===== src/rtl/uart_tx_arbiter.sv =====
// Two-requester arbiter in front of a UART serializer byte input.
// Grants one whole message at a time, alternates between messages, and revokes stalled grants.
module uart_tx_arbiter #(
   parameter int unsigned LOCK_TIMEOUT_CYCLES = 50000
) (
   input  logic       clock,
   input  logic       reset_n,
   input  logic [7:0] req0_data,
   input  logic       req0_valid,
   input  logic       req0_last,
   output logic       req0_ready,
   input  logic [7:0] req1_data,
   input  logic       req1_valid,
   input  logic       req1_last,
   output logic       req1_ready,
   output logic [7:0] tx_data,
   output logic       tx_valid,
   input  logic       tx_ready,
   output logic [1:0] grant,
   output logic       timeout_pulse
);

   localparam bit          TO_EN   = (LOCK_TIMEOUT_CYCLES != 0);
   localparam int unsigned CW      = TO_EN ? $clog2(LOCK_TIMEOUT_CYCLES + 1) : 1;
   localparam int unsigned TO_LAST = TO_EN ? LOCK_TIMEOUT_CYCLES - 1 : 0;

   typedef enum logic [1:0] {
      IDLE   = 2'd0,
      GRANT0 = 2'd1,
      GRANT1 = 2'd2
   } state_e;

   state_e         state_q, state_d;
   logic           last_served_q, last_served_d;
   logic [CW-1:0]  idle_cnt_q, idle_cnt_d;
   logic           pulse_q, pulse_d;

   logic           granted;
   logic           g_idx;
   logic           g_valid;
   logic           g_last;
   logic           xfer;
   logic           idle_tick;
   logic           to_hit;

   // Current owner's handshake view, shared by both grant states.
   assign granted   = (state_q == GRANT0) || (state_q == GRANT1);
   assign g_idx     = (state_q == GRANT1);
   assign g_valid   = g_idx ? req1_valid : req0_valid;
   assign g_last    = g_idx ? req1_last  : req0_last;
   assign xfer      = granted && g_valid && tx_ready;
   assign idle_tick = granted && !g_valid;
   assign to_hit    = TO_EN && idle_tick && (idle_cnt_q == CW'(TO_LAST));

   assign timeout_pulse = pulse_q;

   always_ff @(posedge clock or negedge reset_n) begin
      if (!reset_n) begin
         state_q       <= IDLE;
         last_served_q <= 1'b1;
         idle_cnt_q    <= '0;
         pulse_q       <= 1'b0;
      end else begin
         state_q       <= state_d;
         last_served_q <= last_served_d;
         idle_cnt_q    <= idle_cnt_d;
         pulse_q       <= pulse_d;
      end
   end

   always_comb begin
      state_d       = state_q;
      last_served_d = last_served_q;
      idle_cnt_d    = idle_cnt_q;
      pulse_d       = 1'b0;
      tx_data       = '0;
      tx_valid      = 1'b0;
      req0_ready    = 1'b0;
      req1_ready    = 1'b0;
      grant         = 2'b00;

      unique case (state_q)
         IDLE: begin
            idle_cnt_d = '0;
            if (req0_valid && req1_valid) begin
               state_d = last_served_q ? GRANT0 : GRANT1;
            end else if (req0_valid) begin
               state_d = GRANT0;
            end else if (req1_valid) begin
               state_d = GRANT1;
            end
         end
         GRANT0: begin
            tx_data    = req0_data;
            tx_valid   = req0_valid;
            req0_ready = tx_ready;
            grant      = 2'b01;
         end
         GRANT1: begin
            tx_data    = req1_data;
            tx_valid   = req1_valid;
            req1_ready = tx_ready;
            grant      = 2'b10;
         end
         default: begin
            state_d = IDLE;
         end
      endcase

      // A transfer always beats the timeout; backpressured cycles neither count nor clear.
      if (granted) begin
         if (xfer) begin
            idle_cnt_d = '0;
            if (g_last) begin
               state_d       = IDLE;
               last_served_d = g_idx;
            end
         end else if (to_hit) begin
            state_d       = IDLE;
            last_served_d = g_idx;
            pulse_d       = 1'b1;
            idle_cnt_d    = '0;
         end else if (idle_tick && (idle_cnt_q != '1)) begin
            idle_cnt_d = idle_cnt_q + CW'(1);
         end
      end
   end

endmodule


===== config.mk =====
export PLATFORM = sky130hd
export DESIGN_NAME = uart_tx_arbiter
export DESIGN_NICKNAME = d
export VERILOG_FILES = /design/src/rtl/uart_tx_arbiter.sv
export SDC_FILE = /design/constraint.sdc
export NUM_CORES = 1
export LEC_CHECK = 0
export CAP_MARGIN = 25
export CORE_ASPECT_RATIO = 0.5
export CORE_MARGIN = 3
export CORE_UTILIZATION = 43
export DETAILED_ROUTE_END_ITERATION = 10
export GPL_TIMING_DRIVEN = 0
export PLACE_DENSITY = 0.7
export SLEW_MARGIN = 20
export SYNTH_ARGS = -nofsm -noshare
export SYNTH_HDL_FRONTEND = slang
export SYNTH_SLANG_ARGS = --single-unit

===== constraint.sdc =====
create_clock -name clock -period 2.4 [get_ports clock]
set_input_delay 0.36 -clock clock [delete_from_list [all_inputs] [get_ports clock]]
set_output_delay 0.36 -clock clock [all_outputs]
set_load 0.01 [all_outputs]

==> results.md, run 1 <==
* Status: finished clean
* RSZ-0062 raised after global routing: false
* Via count at 1513
* Largest net degree at the start of global routing at 21
* P per Cell Area at ~980 nW/µm²
* Root buf cell: clkbuf_8
* Top FF cell, synth: dfrtp_1
* Yosys reg bits at 20
* Final Hold Violating Endpoints at 0
* Critical Path Start Type: register
* Buf+Inv Stages, Crit Path at 3
* Tcrit/Tclk final at 95.6%
* Actual slew at the worst max-slew pin at approximately 590 ps
* Leading area contributor after synthesis: dfrtp_1
* Critical path's slowest cell: clkdlybuf4s50_1
* Worst Path Max Fanout at 10
* Synth top area share at a little under a third
* Boundary pin count at 37
* Switch share at ~40%
* Initial antenna violation count at 0
* WP data arrival at around 1900 ps
* Crit end category: output pin
* Clock skew at ~2.1 ps
* Fin Hold WS at about 330 ps
* Remaining Overflow, GRT at 0
* Worst-path clk slew at roughly 80 ps
* Reg2reg end: state_q[1]
* ANT cells at 0
* Final setup violation count at 0
* Leakage Power at approximately 0.88 nW
* Pins over their slew limit at 0
* Num CTS Buffers at 3
* Vias per inst at 5.73
* CP cell instances: inv_1 > ha_1 > clkbuf_4 > nor2b_1 > clkdlybuf4s50_1
* Number of distinct library cells after synthesis at 40
* Global-route wire length before repair at roughly 6400 µm
* Final instance area at approximately 2100 µm²
* Post-synth EDFFs at 0
* Num Clock Sinks at 20
* CTS tree: done
* Port Buffers at 36
* Worst r2r src: state_q[0]
* Placed Cells at around 260
* Clock network fraction of total power at 17.3%
* Layout cells sized above 1 at a little under an eighth
* Nets at between 200 and 300
* Syn_nets at between 200 and 250
* Die area at around 4300 µm²
* Max-cap viol count at 0
* Setup CP Type: register to output pin
* CTS H-tree depth at 1
* Antenna viol nets, final at 0
* Die Y at around 48 µm
* Fmax at 0.436 GHz
* DRT iter0 DRCs at roughly 120
* Total GRT Usage at approximately 20%
* Drt total wl at 4040 µm
* Hold Buf Count CTS at 0
* Comb power frac at roughly three fifths
* Worst slew margin at ~60%
* Non-Filler Instances at around 260
* FF-to-FF path depth at 9
* Min Clock Period, post-route at roughly 2300 ps
* Hold Crit Class: input pin to async pin
* Initial Utilization at approximately 47%
* Vias in the first global route at 1377
* Avg Inst Size Synth at 8.25 µm²
* Clock Latency Late Sink at ~270 ps
* DRT Pass-1 Iters at 5
* Top post-synthesis cells by area: dfrtp_1 32%, a21oi_1 5.7%, ha_1 5.0%
* Sequential share of the synthesized area at between 30 and 40%
* Per-cell routed wire length at 15.3 µm
* Synthesized cell area at approximately 1500 µm²
* Area Overhead vs Synth at 37.7%
* Post-route DRC at 0
* Die width at between 80 and 90 µm
* Yosys synthesis warning count at 0
* Post-synthesis cell count at 181
* Row cnt at 14
* Max IR drop VDD at 529 µV
* DP Area at 1900 µm²
* DP HPWL at between 2000 and 3000 µm
* R2R Setup Slk at around 200 ps
* Share of power burned in registers at 22.2%
* Top cells by count, synth: 19 x dfrtp_1, 17 x a21oi_1, 13 x nor2_1, 12 x nor2b_1, 11 x nand2_1
* CP delay by family, top: buffers and inverters
* GPL Wtd Cong at about 0.91
* Sw Pwr at 0.822 mW
* Async set-reset flop share out of synthesis at between 90% and 100%
* Most numerous cell in the Yosys netlist: dfrtp_1
* Core area at ~3200 µm²
* Worst EP required at slightly above 2000 ps
* Power Internal at 1.19 mW
* Max incr delay on CP at between 500 and 600 ps
* CTS max path bufs at 2
power by group through the flow:
stage / Sequential (mW) / Clock, mW / Combinational [mW]
2_1_floorplan: 0.444 / 0 / 0.738
3_3_place_gp: 0.460 / 0 / 1.11
3_5_place_dp: 0.458 / 0 / 1.13
4_1_cts: 0.443 / 0.346 / 1.21
5_1_grt: 0.453 / 0.367 / 1.34
6_report: 0.447 / 0.347 / 1.22
metrics by stage:
step,utilization (%),setup WS [ps],TNS (ps),power [mW]
floorplan,-,385,0,1.18
global placement,60.4,5.82,0,1.57
detailed placement,60.4,-3.82,-3.82,1.58
CTS,63.7,57.7,0,2.00
global route,65.2,2.83,0,2.16
finish,65.2,105,0,2.01
metal layers:
layer | track usage [%] | up-vias | part of all wire [%]
li1 | - | 759 | -
met4 | 6.23 | 0 | 1.7
met1 | 25.9 | 690 | 47
met5 | 0 | - | 0
met3 | 7.39 | 7 | 8.9
met2 | 30.9 | 57 | 43
cell type report:
class	instances	area [µm²]
Tap cell	40	50.0
Clock inverter	1	30.0
Multi-Input combinational cell	145	937
Fill cell	270	1100
Buffer	10	68.8
Sequential cell	20	502
Timing Repair Buffer	40	408
Inverter	5	18.8
Clock buffer	3	41.3
worst max-delay path by stage:
stage	from	endpoint	slack, ps	cells after the start
after global placement	state_q[0]	tx_data[5]	6	6
after global routing	state_q[1]	tx_data[3]	3	5
after detailed placement	state_q[0]	tx_data[5]	-4	6
final	state_q[0]	tx_data[6]	100	5
after CTS	state_q[0]	tx_data[2]	60	6
after floorplan	state_q[0]	state_q[1]	390	9
cell usage in the layout (no fill, tap or decap), drive strengths merged, types with 2 or more instances in the layout:
cell           netlist  layout
a21oi               18      18
dlymetal6s2s         0       4
nor3                 9       9
nor2b               12      12
inv                  5       5
a211oi               4       4
nand4                7       7
dfrtp               19      19
clkdlybuf4s50        0      32
or3                  4       4
a22oi                9       9
nand2b               2       2
or4                  3       3
mux2i                3       3
clkbuf               4       6
buf                  7      11
ha                   6       6
and3                 2       2
o21ai               10      10
a31oi                2       2
nand2               11      11
nand3b               7       7
nand3                8       8
nor2                14      14
nor4                 5       5
and2                 3       3
flip-flops by register name, summed over array words and instances, names as in the netlist:
signal	flops
timeout_pulse	1
state_q	2
last_served_q	1
idle_cnt_q	16
what timing repair did:
item,in CTS,in global routing
setup endpoints to repair,10,21
resized for setup,6,8
buffers inserted,3,0
worst register-to-register path, delay by kind of cell (launching register included):
family / cells / cell delay [ps]
buffers and inverters: 3 / 530
DFF: 1 / 390
muxes: 1 / 260
adders and majority gates: 1 / 190
AOI/OAI and AO/OA: 2 / 470
and+or+nand+nor: 2 / 240
logic make-up (layout without fill, tap and decap cells):
kind of cell / after synthesis / in the layout / synth area share, %
multiplexers: 3 / 3 / 2.01
AO/OA/AOI/OAI: 48 / 48 / 20.3
AND/OR/NAND/NOR: 88 / 88 / 33.9
adder cells (fa/ha/maj): 6 / 6 / 5.03
buffers and inverters: 16 / 59 / 5.20
flip-flops: 20 / 20 / 33.6
Note: power is estimated with default switching activity, not from simulation.
==> inputs of run 2 (changes only) <==
TNS_END_PERCENT = 10   (was default)
==> results of run 2 <==
Final layout, timing and power as in run 1 (identical DEF).
==> inputs of run 3 (changes only) <==
--- a/config.mk
+++ b/config.mk
@@ -14,2 +14,3 @@
 export PLACE_DENSITY = 0.7
+export SETUP_SLACK_MARGIN = 0.4
 export SLEW_MARGIN = 20
--- a/constraint.sdc
+++ b/constraint.sdc
@@ -3,2 +3,2 @@
 set_output_delay 0.36 -clock clock [all_outputs]
-set_load 0.01 [all_outputs]
+set_load 0.02 [all_outputs]
==> run 3 against run 2 <==
  * First-iteration DRC count decreased by 13%
  * Non-clock buffer count is 11 higher
  * Critical path depth rose by 2
  * Clock power increased by 1%
  * Sequential cell count unchanged
  * Utilization grew 2.9 points
  * Critical path type is now register to register
==> results.md, run 3 (synthesis gave the netlist of run 1 again) <==
* RSZ-0062 raised after global routing: true
* Largest net degree at the start of global routing at 21
* Initial Utilization at 47.3%
* Initial antenna violation count at 0
* Num Clock Sinks at 20
* Drt total wl at about 4600 µm
* Worst-path clk slew at 80 ps
* Root buf cell: clkbuf_8
* Max-cap viol count at 0
* Post-route DRC at 0
* DP HPWL at roughly 3000 µm
* Final Hold Violating Endpoints at 0
* Die Y at ~48 µm
* Critical Path Start Type: register
* Tcrit/Tclk final at 85.2%
* Actual slew at the worst max-slew pin at ~500 ps
* Worst setup path end: idle_cnt_q[3]
* Port Buffers at 36
* Buf+Inv Stages, Crit Path at 1
* Vias in the first global route at between 1500 and 2000
* CTS max path bufs at 2
* Worst slew margin at about two thirds
* Critical path's slowest cell: or4_4
* Worst r2r src: idle_cnt_q[0]
* Worst Path Max Fanout at 5
* CP delay by family, top: simple AND/OR/NAND/NOR gates
* DRT iter0 DRCs at 103
* Die area at 4260 µm²
* Reg2reg end: idle_cnt_q[3]
* Final setup violation count at 0
* FF-to-FF path depth at 7
* Min Clock Period, post-route at approximately 2000 ps
* P per Cell Area at 1030 nW/µm²
* Antenna viol nets, final at 0
* Nets at around 270
* Hold Crit Class: input pin to async pin
* ANT cells at 0
* Global-route wire length before repair at ~7000 µm
* Per-cell routed wire length at around 17 µm
* Num CTS Buffers at 3
* Pins over their slew limit at 0
* Vias per inst at between 5 and 6
* Total GRT Usage at 21.2%
* Layout cells sized above 1 at 23.8%
* CTS H-tree depth at 1
* Area Overhead vs Synth at 43.8%
* Most frequent cells in the layout: 24 x clkdlybuf4s50_1, 17 x a21oi_1, 16 x dfrtp_1
* Max IR drop VDD at around 580 µV
* GPL Wtd Cong at a little over 0.9
* Fmax at approximately 0.49 GHz
* Max incr delay on CP at 580 ps
* Core area at approximately 3200 µm²
* WP data arrival at 2240 ps
* Final Total Pwr at 2.22 mW
* CP cell instances: ha_4 > nand4_1 > or4_4 > a21oi_4 > buf_2 > nand2_1 > a31oi_1
* Top Registers: idle_cnt_q (16), state_q (2)
* CP startpoint: idle_cnt_q[0]
* Setup CP Type: register to register
* Crit end category: register
* Commonest non-fill, non-tap cell in the layout: clkdlybuf4s50_1
* Levels on crit path at 7
* Max reg flops at 16
* DRT Pass-1 Iters at 4
* Worst EP required at roughly 2600 ps
* Most flop-heavy register: idle_cnt_q
* Clock Latency Late Sink at around 270 ps
* Remaining Overflow, GRT at 0
* Status: finished clean
* Fin Hold WS at about 350 ps
* Row cnt at 14
* TNS Setup at 0 ps
* Die width at roughly 89 µm
* Leakage Power at 0.900 nW
* CTS tree: done
* Via count at around 1600
* R2R Setup Slk at between 300 and 400 ps
* Clock skew at 7.81 ps
* Boundary pin count at 37
[run 3: how the worst min path moves through the flow]
stage | startpoint | endpoint | cells after the start
final | reset_n | idle_cnt_q[12] | 1
after global routing | reset_n | idle_cnt_q[12] | 1
after CTS | last_served_q | last_served_q | 2
after detailed placement | last_served_q | last_served_q | 2
after global placement | last_served_q | last_served_q | 2
after floorplan | reset_n | idle_cnt_q[0] | 0
[run 3: layer usage]
metal	global-route usage [%]	part of all wire, %
met2	35.0	46
met3	8.59	12
met5	0	0
met1	27.0	41
met4	3.86	0.69
[run 3: where the power goes]
part           switching (mW)  leakage (nW)  internal, mW
logic                   0.780         0.597         0.630
registers              0.0665         0.267         0.392
clock network           0.128        0.0357         0.223
[run 3: per-stage QoR]
stage	cells	util, %	setup slack, ps	area (µm²)
after detailed placement	257	60.4	-101	1910
after CTS	263	64.5	288	2030
after global placement	257	60.4	-66.6	1910
after floorplan	181	-	406	1500
final	275	68.1	356	2150
after global routing	275	68.1	277	2150
[run 3: final cells by class]
class,count,area (µm²)
clock inverter,1,30.0
tap,40,50.0
sequential,20,505
timing repair buffer,50,425
buffer,11,90.1
clock buffer,3,41.3
inverter,5,18.8
fill,270,1010
multi-input combinational,145,986
[run 3: timing repair]
| item | in CTS | in global routing |
|---|---|---|
| cloned | 0 | 1 |
| endpoints found under the setup margin | 31 | 30 |
| hold buffers | 0 | 0 |
| resized for setup | 47 | 27 |
| pin swaps | 0 | 4 |
| buffers inserted | 2 | 10 |
[run 3: worst register-to-register path: stages (launching register included)]
cell	delay, ps
dfrtp_2	420
ha_4	170
nand4_1	120
or4_4	580
a21oi_4	210
buf_2	230
nand2_1	70
a31oi_1	160
